**src/rtl/recursive_prop_pkg.sv**
```systemverilog
// Shared types for the recursive property monitor.
// Mode and channel-state encodings plus phase width helper.
package recursive_prop_pkg;

  typedef enum logic [1:0] {
    MODE_OFF        = 2'd0,
    MODE_ALWAYS     = 2'd1,
    MODE_WEAK_UNTIL = 2'd2,
    MODE_PHASE      = 2'd3
  } mode_t;

  typedef enum logic {
    ST_IDLE  = 1'b0,
    ST_ARMED = 1'b1
  } chan_st_t;

  function automatic int ph_width(input int n);
    return (n > 1) ? $clog2(n) : 1;
  endfunction

endpackage

```
**src/rtl/recursive_prop_chan.sv**
```systemverilog
// One monitor channel: ALWAYS / WEAK_UNTIL / PHASE checker
// with sticky fail flag and saturating violation counter.
module recursive_prop_chan
  import recursive_prop_pkg::*;
#(
  parameter int NPHASE = 2,
  parameter int CNT_W  = 8,
  parameter int PW     = ph_width(NPHASE)
) (
  input  logic              clk,
  input  logic              rst_n,
  input  logic [1:0]        mode_i,
  input  logic [NPHASE-1:0] trig_i,
  input  logic [NPHASE-1:0] cond_p_i,
  input  logic              cond_q_i,
  input  logic              clr_i,
  output logic              armed_o,
  output logic [PW-1:0]     phase_o,
  output logic              pass_o,
  output logic              fail_pulse_o,
  output logic              fail_o,
  output logic [CNT_W-1:0]  fail_cnt_o,
  output logic              fail_nxt_o
);

  mode_t      mode;
  mode_t      mode_q;
  chan_st_t   st_q;
  chan_st_t   st_d;
  logic [PW-1:0]    ph_d;
  logic             pass_d;
  logic             fpl_d;
  logic             fail_d;
  logic             armed_d;
  logic [CNT_W-1:0] cnt_d;
  logic             s0;
  logic             p0;
  logic             sph;
  logic             pph;

  always_comb begin
    mode   = mode_t'(mode_i);
    st_d   = st_q;
    ph_d   = phase_o;
    pass_d = 1'b0;
    fpl_d  = 1'b0;
    fail_d = fail_o;
    cnt_d  = fail_cnt_o;
    s0     = trig_i[0];
    p0     = cond_p_i[0];
    sph    = trig_i[phase_o];
    pph    = cond_p_i[phase_o];
    if (clr_i) begin
      st_d   = ST_IDLE;
      ph_d   = '0;
      fail_d = 1'b0;
      cnt_d  = '0;
    end else if (mode != mode_q) begin
      st_d = ST_IDLE;
      ph_d = '0;
    end else begin
      unique case (mode)
        MODE_OFF: begin
          st_d = ST_IDLE;
          ph_d = '0;
        end
        MODE_ALWAYS: begin
          if (st_q == ST_IDLE) begin
            if (s0) st_d = ST_ARMED;
          end else if (!p0) begin
            fpl_d = 1'b1;
            st_d  = ST_IDLE;
          end
        end
        MODE_WEAK_UNTIL: begin
          if (st_q == ST_IDLE) begin
            if (s0) st_d = ST_ARMED;
          end else if (cond_q_i) begin
            // a coincident trigger opens a fresh obligation
            pass_d = 1'b1;
            st_d   = s0 ? ST_ARMED : ST_IDLE;
          end else if (!p0) begin
            fpl_d = 1'b1;
            st_d  = ST_IDLE;
          end
        end
        MODE_PHASE: begin
          st_d = ST_IDLE;
          if (sph && pph) begin
            if (phase_o == PW'(NPHASE - 1)) ph_d = '0;
            else ph_d = phase_o + 1'b1;
          end else begin
            fpl_d = sph;
            ph_d  = '0;
          end
        end
      endcase
    end
    if (fpl_d) begin
      fail_d = 1'b1;
      if (fail_cnt_o != '1) cnt_d = fail_cnt_o + 1'b1;
    end
    armed_d = (st_d == ST_ARMED) || (ph_d != '0);
  end

  assign fail_nxt_o = fail_d;

  always_ff @(posedge clk or negedge rst_n) begin
    if (!rst_n) begin
      mode_q       <= MODE_OFF;
      st_q         <= ST_IDLE;
      phase_o      <= '0;
      armed_o      <= 1'b0;
      pass_o       <= 1'b0;
      fail_pulse_o <= 1'b0;
      fail_o       <= 1'b0;
      fail_cnt_o   <= '0;
    end else begin
      mode_q       <= mode;
      st_q         <= st_d;
      phase_o      <= ph_d;
      armed_o      <= armed_d;
      pass_o       <= pass_d;
      fail_pulse_o <= fpl_d;
      fail_o       <= fail_d;
      fail_cnt_o   <= cnt_d;
    end
  end

endmodule

```
**src/rtl/recursive_prop_monitor.sv**
```systemverilog
// Multi-channel temporal property monitor: NCH independent
// channels plus a registered global fail summary.
module recursive_prop_monitor
  import recursive_prop_pkg::*;
#(
  parameter int NCH    = 4,
  parameter int NPHASE = 2,
  parameter int CNT_W  = 8,
  parameter int PW     = ph_width(NPHASE)
) (
  input  logic                    clk,
  input  logic                    rst_n,
  input  logic [NCH*2-1:0]        mode_i,
  input  logic [NCH*NPHASE-1:0]   trig_i,
  input  logic [NCH*NPHASE-1:0]   cond_p_i,
  input  logic [NCH-1:0]          cond_q_i,
  input  logic [NCH-1:0]          clr_i,
  output logic [NCH-1:0]          armed_o,
  output logic [NCH*PW-1:0]       phase_o,
  output logic [NCH-1:0]          pass_o,
  output logic [NCH-1:0]          fail_pulse_o,
  output logic [NCH-1:0]          fail_o,
  output logic [NCH*CNT_W-1:0]    fail_cnt_o,
  output logic                    any_fail_o
);

  logic [NCH-1:0] fail_nxt;

  for (genvar c = 0; c < NCH; c++) begin : g_ch
    recursive_prop_chan #(
      .NPHASE (NPHASE),
      .CNT_W  (CNT_W),
      .PW     (PW)
    ) u_chan (
      .clk          (clk),
      .rst_n        (rst_n),
      .mode_i       (mode_i[c*2 +: 2]),
      .trig_i       (trig_i[c*NPHASE +: NPHASE]),
      .cond_p_i     (cond_p_i[c*NPHASE +: NPHASE]),
      .cond_q_i     (cond_q_i[c]),
      .clr_i        (clr_i[c]),
      .armed_o      (armed_o[c]),
      .phase_o      (phase_o[c*PW +: PW]),
      .pass_o       (pass_o[c]),
      .fail_pulse_o (fail_pulse_o[c]),
      .fail_o       (fail_o[c]),
      .fail_cnt_o   (fail_cnt_o[c*CNT_W +: CNT_W]),
      .fail_nxt_o   (fail_nxt[c])
    );
  end

  always_ff @(posedge clk or negedge rst_n) begin
    if (!rst_n) any_fail_o <= 1'b0;
    else        any_fail_o <= |fail_nxt;
  end

endmodule

```
**config.mk**
```make
export PLATFORM = sky130hd
export DESIGN_NAME = recursive_prop_monitor
export DESIGN_NICKNAME = d
export VERILOG_FILES = /design/src/rtl/recursive_prop_pkg.sv /design/src/rtl/recursive_prop_chan.sv /design/src/rtl/recursive_prop_monitor.sv
export SDC_FILE = /design/constraint.sdc
export NUM_CORES = 1
export LEC_CHECK = 0
export CORE_MARGIN = 2
export CORE_UTILIZATION = 54
export DETAILED_ROUTE_END_ITERATION = 10
export PLACE_DENSITY = 0.86
export SYNTH_ARGS = -nofsm -noshare
export SYNTH_HDL_FRONTEND = slang
export SYNTH_HIERARCHICAL = 1
export SYNTH_SLANG_ARGS = --single-unit
```
**constraint.sdc**
```tcl
create_clock -name clk -period 3.4 [get_ports clk]
set_input_delay 0.68 -clock clk [delete_from_list [all_inputs] [get_ports clk]]
set_output_delay 0.68 -clock clk [all_outputs]
set_load 0.02 [all_outputs]
```
==> impl_metrics.tcl <==
set metrics [dict create \
    die-area_sq_mm 0.00737 \
    num_rows 29 \
    drtIter0Drc 151 \
    io_buffers 86 \
    cts_tree "done" \
    syn_area_sq_mm 0.00362 \
    worst_pin_slew_ps 583 \
    max_freq_mhz 366 \
    cts_setup_buffers 0 \
    powerDensity_mw_per_mm2 319 \
    async_flop_share 1.00 \
    fp.dieH_microns 85.9 \
    ios 87 \
    dr.pass1.iters 7 \
    mappedNetlistNets 390 \
    core_area_sq_mm 0.00642 \
    ctsHoldBuffers 0 \
    vias 2988 \
    startpoint "mode_i[4]" \
    fin_crit_sh 0.803 \
    cts_root_buf "clkbuf_8" \
    synth_seq_cells 65 \
    yosys_warnings 6 \
    use_met2 0.369 \
    grt_pass1_vias 3022 \
    clk-insertion-delay-late_ps 340 \
    critPathCapture "any_fail_o$_DFF_PN0_" \
    status "finished, violations left" \
    met1_usage 0.296 \
    place_ws_ps 303 \
    hold_viol 0 \
    r2r_cells 5 \
    max-slew-margin-rel 0.611 \
    setup_violations 0 \
    antenna_found_initial 0 \
    cts_buffers 9 \
    drive_gt1_frac 0.135 \
    grt.busiest_layer "met2" \
    peakVddDrop_uv 237 \
    drt-wirelength-per-cell_microns 15.4 \
    path_depth 9 \
    grt_use_total 0.228 \
    hp-class "input port to async pin" \
    slowest_delay_ps 570 \
    r2r-start "g_ch[2].u_chan/phase_o$_DFF_PN0_" \
    path_delay_family "buffers and inverters" \
    grt_pass1_wl_microns 13500 \
    startpoint_type "input port" \
    grt.overflow.total 0 \
    synthCells 336 \
    met3_usage 0.0539 \
    cts_max_level 3 \
    finalWeightedCongestion 0.933 \
    grt_max_degree 29 \
    fillCellCount 452 \
    fin_area_sq_mm 0.00473 \
    cp-end-kind "flop" \
    criticalPathCategory "input port to flop" \
    route.detailed.drc 6 \
    synth_edf_count 0 \
    cp_data_arrival_time_ps 2940 \
    drtAntennaViolNets 0 \
    cts.clk_slew.worst_paths_ps 70 \
    required_ps 3610 \
    rr_endpoint "any_fail_o$_DFF_PN0_" \
    total_power_uw 1510 \
    synthFlopType "dfrtp_1" \
    synth_cell_types 59 \
    finClkSkew_ps 4.98 \
    cpMaxStageDelayCell "clkdlybuf4s50_1" \
    cp.buffers_inverters 3 \
    hpwl_microns 6100 \
    period_needed_ps 2730 \
    start_util 0.563 \
    cts_resized 0 \
    violations "DRC" \
    totalWireLength_microns 7900 \
    clock_tree.buffer_depth 2 \
    finalWorstSetupSlack_ps 670 \
    yosysSeqAreaShare 0.450 \
    final-max-slew-violation-count 0 \
    p_leak_uw 0.00214 \
    maxCapViolations 0 \
    crit_fanout 12 \
    rsz0062_at_grt "false" \
    post_dp_cell_area_sq_mm 0.00456 \
    setup-tns-final_ps 0 \
    syn_to_final_growth_pct 30.6 \
    nets 486 \
    n_antenna_cell 0 \
    avgViaCountPerCell 5.82 \
    ff2ff_setup_slack_ps 1570 \
    synth_area_per_cell_sq_um 10.8 \
    die_width_microns 85.9 \
    path_cells "clkdlybuf4s50_1 > inv_1 > ha_1 > nand2_1 > a211oi_1 > o311ai_2 > inv_2 > a21o_2 > or4_1" \
    cts_sinks 65 \
]
[per-layer routing]
layer / up-vias / share of wire
met5: - / 0
met4: 0 / 0.011
met3: 8 / 0.048
met2: 86 / 0.49
met1: 1445 / 0.45
li1: 1449 / -
[cell usage in the layout, fill, tap and decap left out, drive strengths merged, types with 12 or more instances in the layout]
| cell | n |
|---|---|
| nand2 | 20 |
| nor3 | 18 |
| ha | 20 |
| inv | 28 |
| clkbuf | 12 |
| clkdlybuf4s50 | 85 |
| and3 | 16 |
| dfrtp | 65 |
| nand3 | 14 |
[where the power goes]
part | switching, uW | total [uW] | internal, uW | leakage (uW)
Sequential | 5.90 | 789 | 783 | 0.000888
Combinational | 84.6 | 159 | 74.6 | 0.00117
Clock | 280 | 558 | 278 | 0.0000822
[logic make-up (layout without fill, tap and decap cells)]
group,count (synthesis),after routing,share of synthesized area
buffers and inverters,32,132,0.0373
DFF,65,65,0.450
and+or+nand+nor,131,131,0.232
muxes,10,10,0.0304
xor gates and xnor gates,10,10,0.0242
AOI/OAI and AO/OA,68,68,0.157
adders and majority gates,20,20,0.0692
[flip-flops by register name, summed over array words and instances, names as in the netlist]
signal                    flops
any_fail_o                    1
g_ch.u_chan/armed_o           4
g_ch.u_chan/fail_cnt_o       32
g_ch.u_chan/fail_o            4
g_ch.u_chan/fail_pulse_o      4
g_ch.u_chan/mode_q            8
g_ch.u_chan/pass_o            4
g_ch.u_chan/phase_o           4
g_ch.u_chan/st_q              4
[through the flow]
stage               cells   util  hold WS [ps]
floorplan             336      -           384
global route          513  0.736           380
global placement      498  0.711           488
CTS                   513  0.736           353
finish                513  0.736           336
detailed placement    498  0.711           493
[worst register-to-register path, cell delays in order, from the launching register on]
cell      delay [ps]
dfrtp_1          420
and4b_1          200
o311ai_2         300
inv_2            170
a21o_2           230
or4_1            380
[cells in the mapped netlist, types with 4 or more instances]
cell type	count	area [sq um]
nand2_1	20	75.1
and3_2	4	30.0
o21ai_0	10	50.1
and2_1	4	25.0
nand4_1	6	37.5
nand4b_1	4	35.0
a31oi_1	6	37.5
or2_2	4	25.0
and4_1	4	35.0
xor2_1	4	35.0
nor2_1	10	37.5
xnor2_1	6	52.6
mux2_2	6	67.6
a21o_2	4	35.0
nor3_2	4	40.0
nor3_1	14	70.1
nor2b_1	6	37.5
inv_1	26	97.6
a21boi_0	4	30.0
and3_1	12	75.1
o211ai_1	6	45.0
nand3_1	12	60.1
ha_1	20	250
o221ai_1	4	35.0
a221o_1	6	60.1
dfrtp_1	65	1630
[layout make-up]
cell class | instances | area [sq um] | area share
Inverter | 28 | 105 | 0.0222
Sequential cell | 65 | 1630 | 0.344
Timing Repair Buffer | 89 | 878 | 0.186
Multi-Input combinational cell | 239 | 1860 | 0.393
Clock inverter | 3 | 17.5 | 0.00371
Tap cell | 77 | 96.3 | 0.0204
Clock buffer | 12 | 145 | 0.0307
[how the worst min path moves through the flow]
stage,startpoint,endpoint,depth (start not counted)
global route,rst_n,g_ch[2].u_chan/fail_pulse_o$_DFF_PN0_,1
floorplan,rst_n,any_fail_o$_DFF_PN0_,0
detailed placement,g_ch[2].u_chan/fail_o$_DFF_PN0_,g_ch[2].u_chan/fail_o$_DFF_PN0_,1
finish,rst_n,g_ch[2].u_chan/fail_pulse_o$_DFF_PN0_,1
CTS,rst_n,g_ch[2].u_chan/fail_pulse_o$_DFF_PN0_,1
global placement,g_ch[2].u_chan/fail_o$_DFF_PN0_,g_ch[2].u_chan/fail_o$_DFF_PN0_,1
Power figures use the tool's default switching activity.
